==> config.mk <==
export PLATFORM = sky130hd
export DESIGN_NAME = exercise_max_flat
export DESIGN_NICKNAME = d
export VERILOG_FILES = /design/src/rtl/exercise_max_pkg.sv /design/src/rtl/exercise_max_if.sv /design/src/rtl/exercise_max_dbl_max.sv /design/src/rtl/exercise_max.sv /design/src/flat_wrapper.sv
export SDC_FILE = /design/constraint.sdc
export NUM_CORES = 2
export LEC_CHECK = 0
export CORE_AREA = 2 2 314 316
export DETAILED_ROUTE_END_ITERATION = 7
export DIE_AREA = 0 0 316 318
export GPL_TIMING_DRIVEN = 0
export PLACE_DENSITY = 0.69
export SLEW_MARGIN = 10
export SYNTH_ARGS = -nofsm -noshare
export SYNTH_HDL_FRONTEND = slang
export SYNTH_SLANG_ARGS = --single-unit
==> constraint.sdc <==
create_clock -name clk_fast -period 3.7 [get_ports clk_fast]
set_clock_uncertainty 0.05 [all_clocks]
set_input_delay 0.555 -clock clk_fast [delete_from_list [all_inputs] [get_ports clk_fast]]
set_output_delay 0.555 -clock clk_fast [all_outputs]
set_load 0.1 [all_outputs]
==> src/rtl/exercise_max_pkg.sv <==
// Shared constants, FSM encoding and the pipeline payload for the exercise_max stage.
package exercise_max_pkg;
  localparam int RD_LAT = 3;
  localparam int W      = 64;
  localparam int AW     = 13;
  localparam int LANES  = 4;

  typedef enum logic [1:0] {
    IDLE  = 2'd0,
    RUN   = 2'd1,
    DRAIN = 2'd2,
    DONE  = 2'd3
  } state_e;

  typedef struct packed {
    logic [LANES-1:0][W-1:0] cont;
    logic [LANES-1:0]        mask;
    logic                    last;
  } grp_t;
endpackage

==> src/rtl/exercise_max_if.sv <==
// Continuation / vex / result bus of the exercise_max stage.
interface exercise_max_if;
  import exercise_max_pkg::*;

  logic                 start;
  logic [AW-1:0]        n_steps;
  logic                 cont_valid;
  logic                 cont_ready;
  logic [W-1:0]         cont0, cont1, cont2, cont3;
  logic [AW-1:0]        vexaddr;
  logic [W-1:0]         chan0, chan1, chan2, chan3;
  logic                 out_valid;
  logic [W-1:0]         out0, out1, out2, out3;
  logic [LANES-1:0]     out_mask;
  logic [LANES-1:0]     out_exer;
  logic                 out_last;
  logic                 done;

  modport master (
    output start, n_steps, cont_valid, cont0, cont1, cont2, cont3,
           chan0, chan1, chan2, chan3,
    input  cont_ready, vexaddr, out_valid, out0, out1, out2, out3,
           out_mask, out_exer, out_last, done
  );

  modport slave (
    input  start, n_steps, cont_valid, cont0, cont1, cont2, cont3,
           chan0, chan1, chan2, chan3,
    output cont_ready, vexaddr, out_valid, out0, out1, out2, out3,
           out_mask, out_exer, out_last, done
  );
endinterface

==> src/rtl/exercise_max_dbl_max.sv <==
// Combinational max of two non-NaN doubles; exer_o set only when vex is strictly larger.
module dbl_max import exercise_max_pkg::*; (
  input  logic [W-1:0] cont_i,
  input  logic [W-1:0] vex_i,
  output logic [W-1:0] max_o,
  output logic         exer_o
);
  logic         sc, sv;
  logic [W-2:0] mc, mv;

  assign sc = cont_i[W-1];
  assign sv = vex_i[W-1];
  assign mc = cont_i[W-2:0];
  assign mv = vex_i[W-2:0];

  // +0 and -0 compare equal, so both-zero falls back to continuation
  always_comb begin
    if (mc == '0 && mv == '0) exer_o = 1'b0;
    else if (sc != sv)        exer_o = sc;
    else if (!sc)             exer_o = mv > mc;
    else                      exer_o = mv < mc;
  end

  assign max_o = exer_o ? vex_i : cont_i;
endmodule

==> src/rtl/exercise_max.sv <==
// Backward-induction row walker: addresses vex, delays continuations, emits per-lane max.
module exercise_max import exercise_max_pkg::*; (
  input  logic           clk_fast,
  input  logic           nrst,
  exercise_max_if.slave  bus
);
  state_e                  state_q, state_d;
  logic [AW-1:0]           row_q, row_d, j_q, j_d, n_q, n_d, vexaddr_q, vexaddr_d;
  logic                    acc, grp_last;
  logic [LANES-1:0][W-1:0] cont_v, chan_v, cont_s, max_v, res_v, out_q;
  logic [LANES-1:0]        gt_v, out_mask_q, out_exer_q;
  logic                    out_valid_q, out_last_q;
  logic [RD_LAT:1]         vld_pipe_q;
  grp_t                    grp_in, grp_s;
  grp_t                    grp_q [1:RD_LAT];

  assign cont_v = {bus.cont3, bus.cont2, bus.cont1, bus.cont0};
  assign chan_v = {bus.chan3, bus.chan2, bus.chan1, bus.chan0};
  assign acc    = bus.cont_valid && (state_q == RUN);

  assign grp_last = ({1'b0, j_q} + (AW+1)'(LANES)) > {1'b0, row_q};

  always_comb begin
    grp_in.cont = cont_v;
    grp_in.last = grp_last;
    for (int k = 0; k < LANES; k++) grp_in.mask[k] = (j_q + AW'(k)) <= row_q;
  end

  always_comb begin
    state_d   = state_q;
    row_d     = row_q;
    j_d       = j_q;
    n_d       = n_q;
    vexaddr_d = vexaddr_q;
    case (state_q)
      IDLE: if (bus.start) begin
        if (bus.n_steps != '0) begin
          state_d = RUN;
          n_d     = bus.n_steps;
          row_d   = bus.n_steps - AW'(1);
          j_d     = '0;
        end else begin
          state_d = DONE;
        end
      end
      RUN: if (acc) begin
        vexaddr_d = (n_q - row_q) + {j_q[AW-2:0], 1'b0};
        if (grp_last) begin
          j_d   = '0;
          row_d = row_q - AW'(1);
          if (row_q == '0) state_d = DRAIN;
        end else begin
          j_d = j_q + AW'(LANES);
        end
      end
      DRAIN: if (vld_pipe_q == '0) state_d = DONE;
      DONE:  state_d = IDLE;
      default: state_d = IDLE;
    endcase
  end

  assign grp_s  = grp_q[RD_LAT];
  assign cont_s = grp_s.cont;

  dbl_max u_max [LANES-1:0] (
    .cont_i (cont_s),
    .vex_i  (chan_v),
    .max_o  (max_v),
    .exer_o (gt_v)
  );

  always_comb begin
    for (int k = 0; k < LANES; k++) res_v[k] = grp_s.mask[k] ? max_v[k] : '0;
  end

  always_ff @(posedge clk_fast) begin
    if (!nrst) begin
      state_q     <= IDLE;
      row_q       <= '0;
      j_q         <= '0;
      n_q         <= '0;
      vexaddr_q   <= '0;
      vld_pipe_q  <= '0;
      for (int s = 1; s <= RD_LAT; s++) grp_q[s] <= '0;
      out_valid_q <= 1'b0;
      out_q       <= '0;
      out_mask_q  <= '0;
      out_exer_q  <= '0;
      out_last_q  <= 1'b0;
    end else begin
      state_q       <= state_d;
      row_q         <= row_d;
      j_q           <= j_d;
      n_q           <= n_d;
      vexaddr_q     <= vexaddr_d;
      vld_pipe_q[1] <= acc;
      grp_q[1]      <= grp_in;
      for (int s = 2; s <= RD_LAT; s++) begin
        vld_pipe_q[s] <= vld_pipe_q[s-1];
        grp_q[s]      <= grp_q[s-1];
      end
      // chan0..3 line up with the last delay stage
      out_valid_q <= vld_pipe_q[RD_LAT];
      out_q       <= vld_pipe_q[RD_LAT] ? res_v : '0;
      out_mask_q  <= vld_pipe_q[RD_LAT] ? grp_s.mask : '0;
      out_exer_q  <= vld_pipe_q[RD_LAT] ? (gt_v & grp_s.mask) : '0;
      out_last_q  <= vld_pipe_q[RD_LAT] && grp_s.last;
    end
  end

  assign bus.cont_ready = (state_q == RUN);
  assign bus.done       = (state_q == DONE);
  assign bus.vexaddr    = vexaddr_q;
  assign bus.out_valid  = out_valid_q;
  assign bus.out0       = out_q[0];
  assign bus.out1       = out_q[1];
  assign bus.out2       = out_q[2];
  assign bus.out3       = out_q[3];
  assign bus.out_mask   = out_mask_q;
  assign bus.out_exer   = out_exer_q;
  assign bus.out_last   = out_last_q;
endmodule
==> src/flat_wrapper.sv <==
// flat-port wrapper written by rule: the top's interface ports become plain ports
module exercise_max_flat import exercise_max_pkg::*;
  (clk_fast, nrst, bus_start, bus_n_steps, bus_cont_valid, bus_cont0, bus_cont1, bus_cont2, bus_cont3, bus_chan0, bus_chan1, bus_chan2, bus_chan3, bus_cont_ready, bus_vexaddr, bus_out_valid, bus_out0, bus_out1, bus_out2, bus_out3, bus_out_mask, bus_out_exer, bus_out_last, bus_done);
  exercise_max_if bus_i ();
  input  logic clk_fast;
  input  logic nrst;
  input wire logic [$bits(bus_i.start)-1:0] bus_start;
  input wire logic [$bits(bus_i.n_steps)-1:0] bus_n_steps;
  input wire logic [$bits(bus_i.cont_valid)-1:0] bus_cont_valid;
  input wire logic [$bits(bus_i.cont0)-1:0] bus_cont0;
  input wire logic [$bits(bus_i.cont1)-1:0] bus_cont1;
  input wire logic [$bits(bus_i.cont2)-1:0] bus_cont2;
  input wire logic [$bits(bus_i.cont3)-1:0] bus_cont3;
  input wire logic [$bits(bus_i.chan0)-1:0] bus_chan0;
  input wire logic [$bits(bus_i.chan1)-1:0] bus_chan1;
  input wire logic [$bits(bus_i.chan2)-1:0] bus_chan2;
  input wire logic [$bits(bus_i.chan3)-1:0] bus_chan3;
  output wire logic [$bits(bus_i.cont_ready)-1:0] bus_cont_ready;
  output wire logic [$bits(bus_i.vexaddr)-1:0] bus_vexaddr;
  output wire logic [$bits(bus_i.out_valid)-1:0] bus_out_valid;
  output wire logic [$bits(bus_i.out0)-1:0] bus_out0;
  output wire logic [$bits(bus_i.out1)-1:0] bus_out1;
  output wire logic [$bits(bus_i.out2)-1:0] bus_out2;
  output wire logic [$bits(bus_i.out3)-1:0] bus_out3;
  output wire logic [$bits(bus_i.out_mask)-1:0] bus_out_mask;
  output wire logic [$bits(bus_i.out_exer)-1:0] bus_out_exer;
  output wire logic [$bits(bus_i.out_last)-1:0] bus_out_last;
  output wire logic [$bits(bus_i.done)-1:0] bus_done;
  assign bus_i.start = bus_start;
  assign bus_i.n_steps = bus_n_steps;
  assign bus_i.cont_valid = bus_cont_valid;
  assign bus_i.cont0 = bus_cont0;
  assign bus_i.cont1 = bus_cont1;
  assign bus_i.cont2 = bus_cont2;
  assign bus_i.cont3 = bus_cont3;
  assign bus_i.chan0 = bus_chan0;
  assign bus_i.chan1 = bus_chan1;
  assign bus_i.chan2 = bus_chan2;
  assign bus_i.chan3 = bus_chan3;
  assign bus_cont_ready = bus_i.cont_ready;
  assign bus_vexaddr = bus_i.vexaddr;
  assign bus_out_valid = bus_i.out_valid;
  assign bus_out0 = bus_i.out0;
  assign bus_out1 = bus_i.out1;
  assign bus_out2 = bus_i.out2;
  assign bus_out3 = bus_i.out3;
  assign bus_out_mask = bus_i.out_mask;
  assign bus_out_exer = bus_i.out_exer;
  assign bus_out_last = bus_i.out_last;
  assign bus_done = bus_i.done;
  exercise_max u_core (.clk_fast(clk_fast), .nrst(nrst), .bus(bus_i));
endmodule
==> flow_summary.json <==
{
  "syn_inst": 4381,
  "synth.most_common_cell": "dfxtp_1",
  "final_cells": 6713,
  "holdBufCountCts": 0,
  "area_growth_pct": 32.7,
  "ys_seq_area_frac": 0.516,
  "grt_max_degree": 20,
  "num-nets-final": 6170,
  "hp-class": "in2reg",
  "slew_headroom": 0.113,
  "drc": 0,
  "synthFlopType": "dfxtp_1",
  "syn_area_per_cell_um2": 9.78,
  "synth_top_cell_by_area": "dfxtp_1",
  "routed_wl_um": 154000,
  "end_kind": "flop",
  "pin_count": 810,
  "drive_gt1_frac": 0.0595,
  "power.density_mw_per_mm2": 519,
  "dp_slack_ns": -1.39,
  "vias": 35200,
  "slowest_delay_ns": 0.59,
  "cts.path.max_buffers": 3,
  "synthArstFlopShare": 0,
  "max_freq_ghz": 0.278,
  "outcome": "complete, no violations",
  "tns_ns": 0,
  "detail-route-antenna-nets": 0,
  "wire_per_inst_um": 22.9,
  "place_area_mm2": 0.0526,
  "synth.cell_area_mm2": 0.0428,
  "syn-num-nets": 5234,
  "die_w_um": 316,
  "dieArea_mm2": 0.100,
  "fin_crit_ns": 3.60,
  "ys_ff_latch": 1104,
  "routabilityCongestion": 0.969,
  "synth.top_cells.by_area": "dfxtp_1, and2_1, ha_1, inv_1, nand3_1",
  "dpl.hpwl_um": 124000,
  "start_kind": "flop",
  "crit_fanout": 10,
  "grt_first_pass_wirelength_um": 221000,
  "p_leak_nw": 22.0,
  "grt_pass1_vias": 34300,
  "netlist.area_leader.share": 0.516,
  "clkSinkCount": 1104,
  "drt_iter0_markers": 2879,
  "finalCritPeriodShare": 0.972,
  "antenna_found_initial": 40,
  "ctsHtreeMaxLevel": 3,
  "synth_common_cells": "dfxtp_1, and2_1, inv_1, ha_1, nand3_1",
  "cap_violations": 0,
  "clkTransAtPathRegs_ns": 0.06,
  "cts-root-buf": "clkbuf_16",
  "setup_ws_ns": 0.103,
  "yosys_warnings": 0,
  "tightestPinTransition_ns": 1.33,
  "crit_chain": "inv_1 -> ha_1 -> nand4_1 -> or3_1 -> or4_1 -> nor2_1 -> nor4_1 -> o21ai_2 -> mux2i_2 -> buf_6 -> clkbuf_4 -> nand2_1 -> a21boi_1",
  "crit_arrival_ns": 4.14,
  "cts_buffers": 112,
  "die_h_um": 318,
  "final_core_util": 0.584,
  "dr.pass1.iters": 5,
  "start_util": 0.440,
  "finalMaxSlewViolations": 0,
  "clkLatencyLatePin_ns": 0.72,
  "worst_ep_required_time_ns": 4.24,
  "core_area_mm2": 0.0974,
  "hold_violations": 0,
  "rows": 115,
  "criticalPathCategory": "reg2reg",
  "setup_violations": 0,
  "tritoncts": "yes",
  "dpl.cell_count": 6476,
  "synth_cell_type_count": 68,
  "stdcell_area_mm2": 0.0569,
  "cpMaxStageDelayCell": "or4_1",
  "grt_overflow": 0,
  "synth_edf_count": 0,
  "ir_worst_vdd_v": 0.000622,
  "grtUsageTotal": 0.297,
  "routed_via_density": 5.24,
  "io_buffers": 808
}
[cell families (layout without fill, tap and decap cells)]
logic type,count (synthesis),count (layout),share of synthesized area
xor+xnor,23,23,0.00470
compound gates,735,735,0.112
mux,20,20,0.00496
fa+ha+maj,324,324,0.0964
other cells,0,18,0
flops,1104,1104,0.516
buf+inv,565,1592,0.0515
simple gates,1610,1610,0.215
[repair_timing]
action | in CTS | in global routing
buffers inserted | 6 | 12
resized for setup | 32 | 57
cloned | 0 | 0
endpoints found under the setup margin | 197 | 193
pin swaps | 3 | 8
[placed cells by master (no fill, tap or decap), drive strengths merged, types with 7 or more instances in the layout]
cell type | netlist | routed
dfxtp | 1104 | 1104
clkdlybuf4s50 | 0 | 805
and2 | 787 | 787
clkbuf | 204 | 354
inv | 329 | 335
ha | 314 | 314
nand3 | 225 | 225
o21ai | 191 | 191
nand2 | 162 | 162
nor4 | 150 | 150
o31ai | 130 | 130
a21boi | 129 | 129
a21oi | 123 | 123
nand4 | 96 | 96
nor2 | 79 | 79
a21o | 68 | 68
buf | 32 | 52
nor3 | 37 | 37
clkinv | 0 | 29
a211oi | 24 | 24
mux2i | 20 | 20
diode | 0 | 18
nor2b | 16 | 16
xnor2 | 15 | 15
and3 | 13 | 13
a22oi | 11 | 11
or3 | 10 | 10
o21a | 10 | 10
fa | 10 | 10
bufinv | 0 | 10
nand2b | 9 | 9
a31oi | 9 | 9
xor2 | 8 | 8
a221oi | 7 | 7
o211ai | 7 | 7
[critical path, delay by kind of cell, from the launching register on]
family                   cells  cell delay, ns
AND/OR/NAND/NOR              6            1.42
AO/OA/AOI/OAI                2            0.59
multiplexers                 1            0.30
adder cells (fa/ha/maj)      1            0.29
flip-flops                   1            0.39
buffers and inverters        3            0.44
[per-stage QoR]
step / hold slack [ns] / power [mW]
after CTS: 0.321 / 29.5
after detailed placement: 0.367 / 17.8
after global placement: 0.364 / 17.8
after floorplan: 0.362 / 16.0
final: 0.270 / 29.5
after global routing: 0.248 / 30.7
[per-layer routing]
layer | global-route usage | vias up | routed length, um
met2 | 0.485 | 1378 | 71000
met5 | 0 | - | 256
li1 | - | 16800 | -
met3 | 0.0775 | 314 | 12600
met1 | 0.371 | 16600 | 63700
met4 | 0.118 | 42 | 6270
[path summary, 6_finish.rpt]
kind / from / slack (ns) / depth (start not counted) / to
max: u_core.grp_q[0][816] / 0.10 / 13 / u_core.bus.out0[54]
min: bus_chan0[29] / 0.27 / 3 / u_core.bus.out0[29]
max reg2reg: u_core.grp_q[0][816] / 0.10 / 13 / u_core.bus.out0[54]
min reg2reg: u_core.grp_q[0][351] / 0.36 / 1 / u_core.grp_q[0][612]
[cell type report]
class / count / area [um^2]
multi-input combinational: 2712 / 18700
tap: 1287 / 1610
sequential: 1104 / 22100
buffer: 232 / 1010
antenna: 18 / 45.0
clock inverter: 51 / 642
clock buffer: 154 / 3240
fill: 8438 / 40500
timing repair buffer: 826 / 8230
inverter: 329 / 1230
[registers in the layout, indices dropped and copies added, names as in the netlist, 2 cells and up]
name                 count
u_core.bus.out0         64
u_core.bus.out1         64
u_core.bus.out2         64
u_core.bus.out3         64
u_core.bus.out_exer      4
u_core.bus.out_mask      4
u_core.bus.vexaddr      13
u_core.grp_q           783
u_core.j_q              11
u_core.n_q              13
u_core.row_q            13
u_core.state_q           2
u_core.vld_pipe_q        3
[power by group]
group	switching, mW	internal [mW]	total (mW)
Combinational	2.95	2.16	5.11
Clock	4.83	6.85	11.7
Sequential	0.301	12.4	12.7
Total	8.08	21.4	29.5
Note: power is estimated with default switching activity, not from simulation.
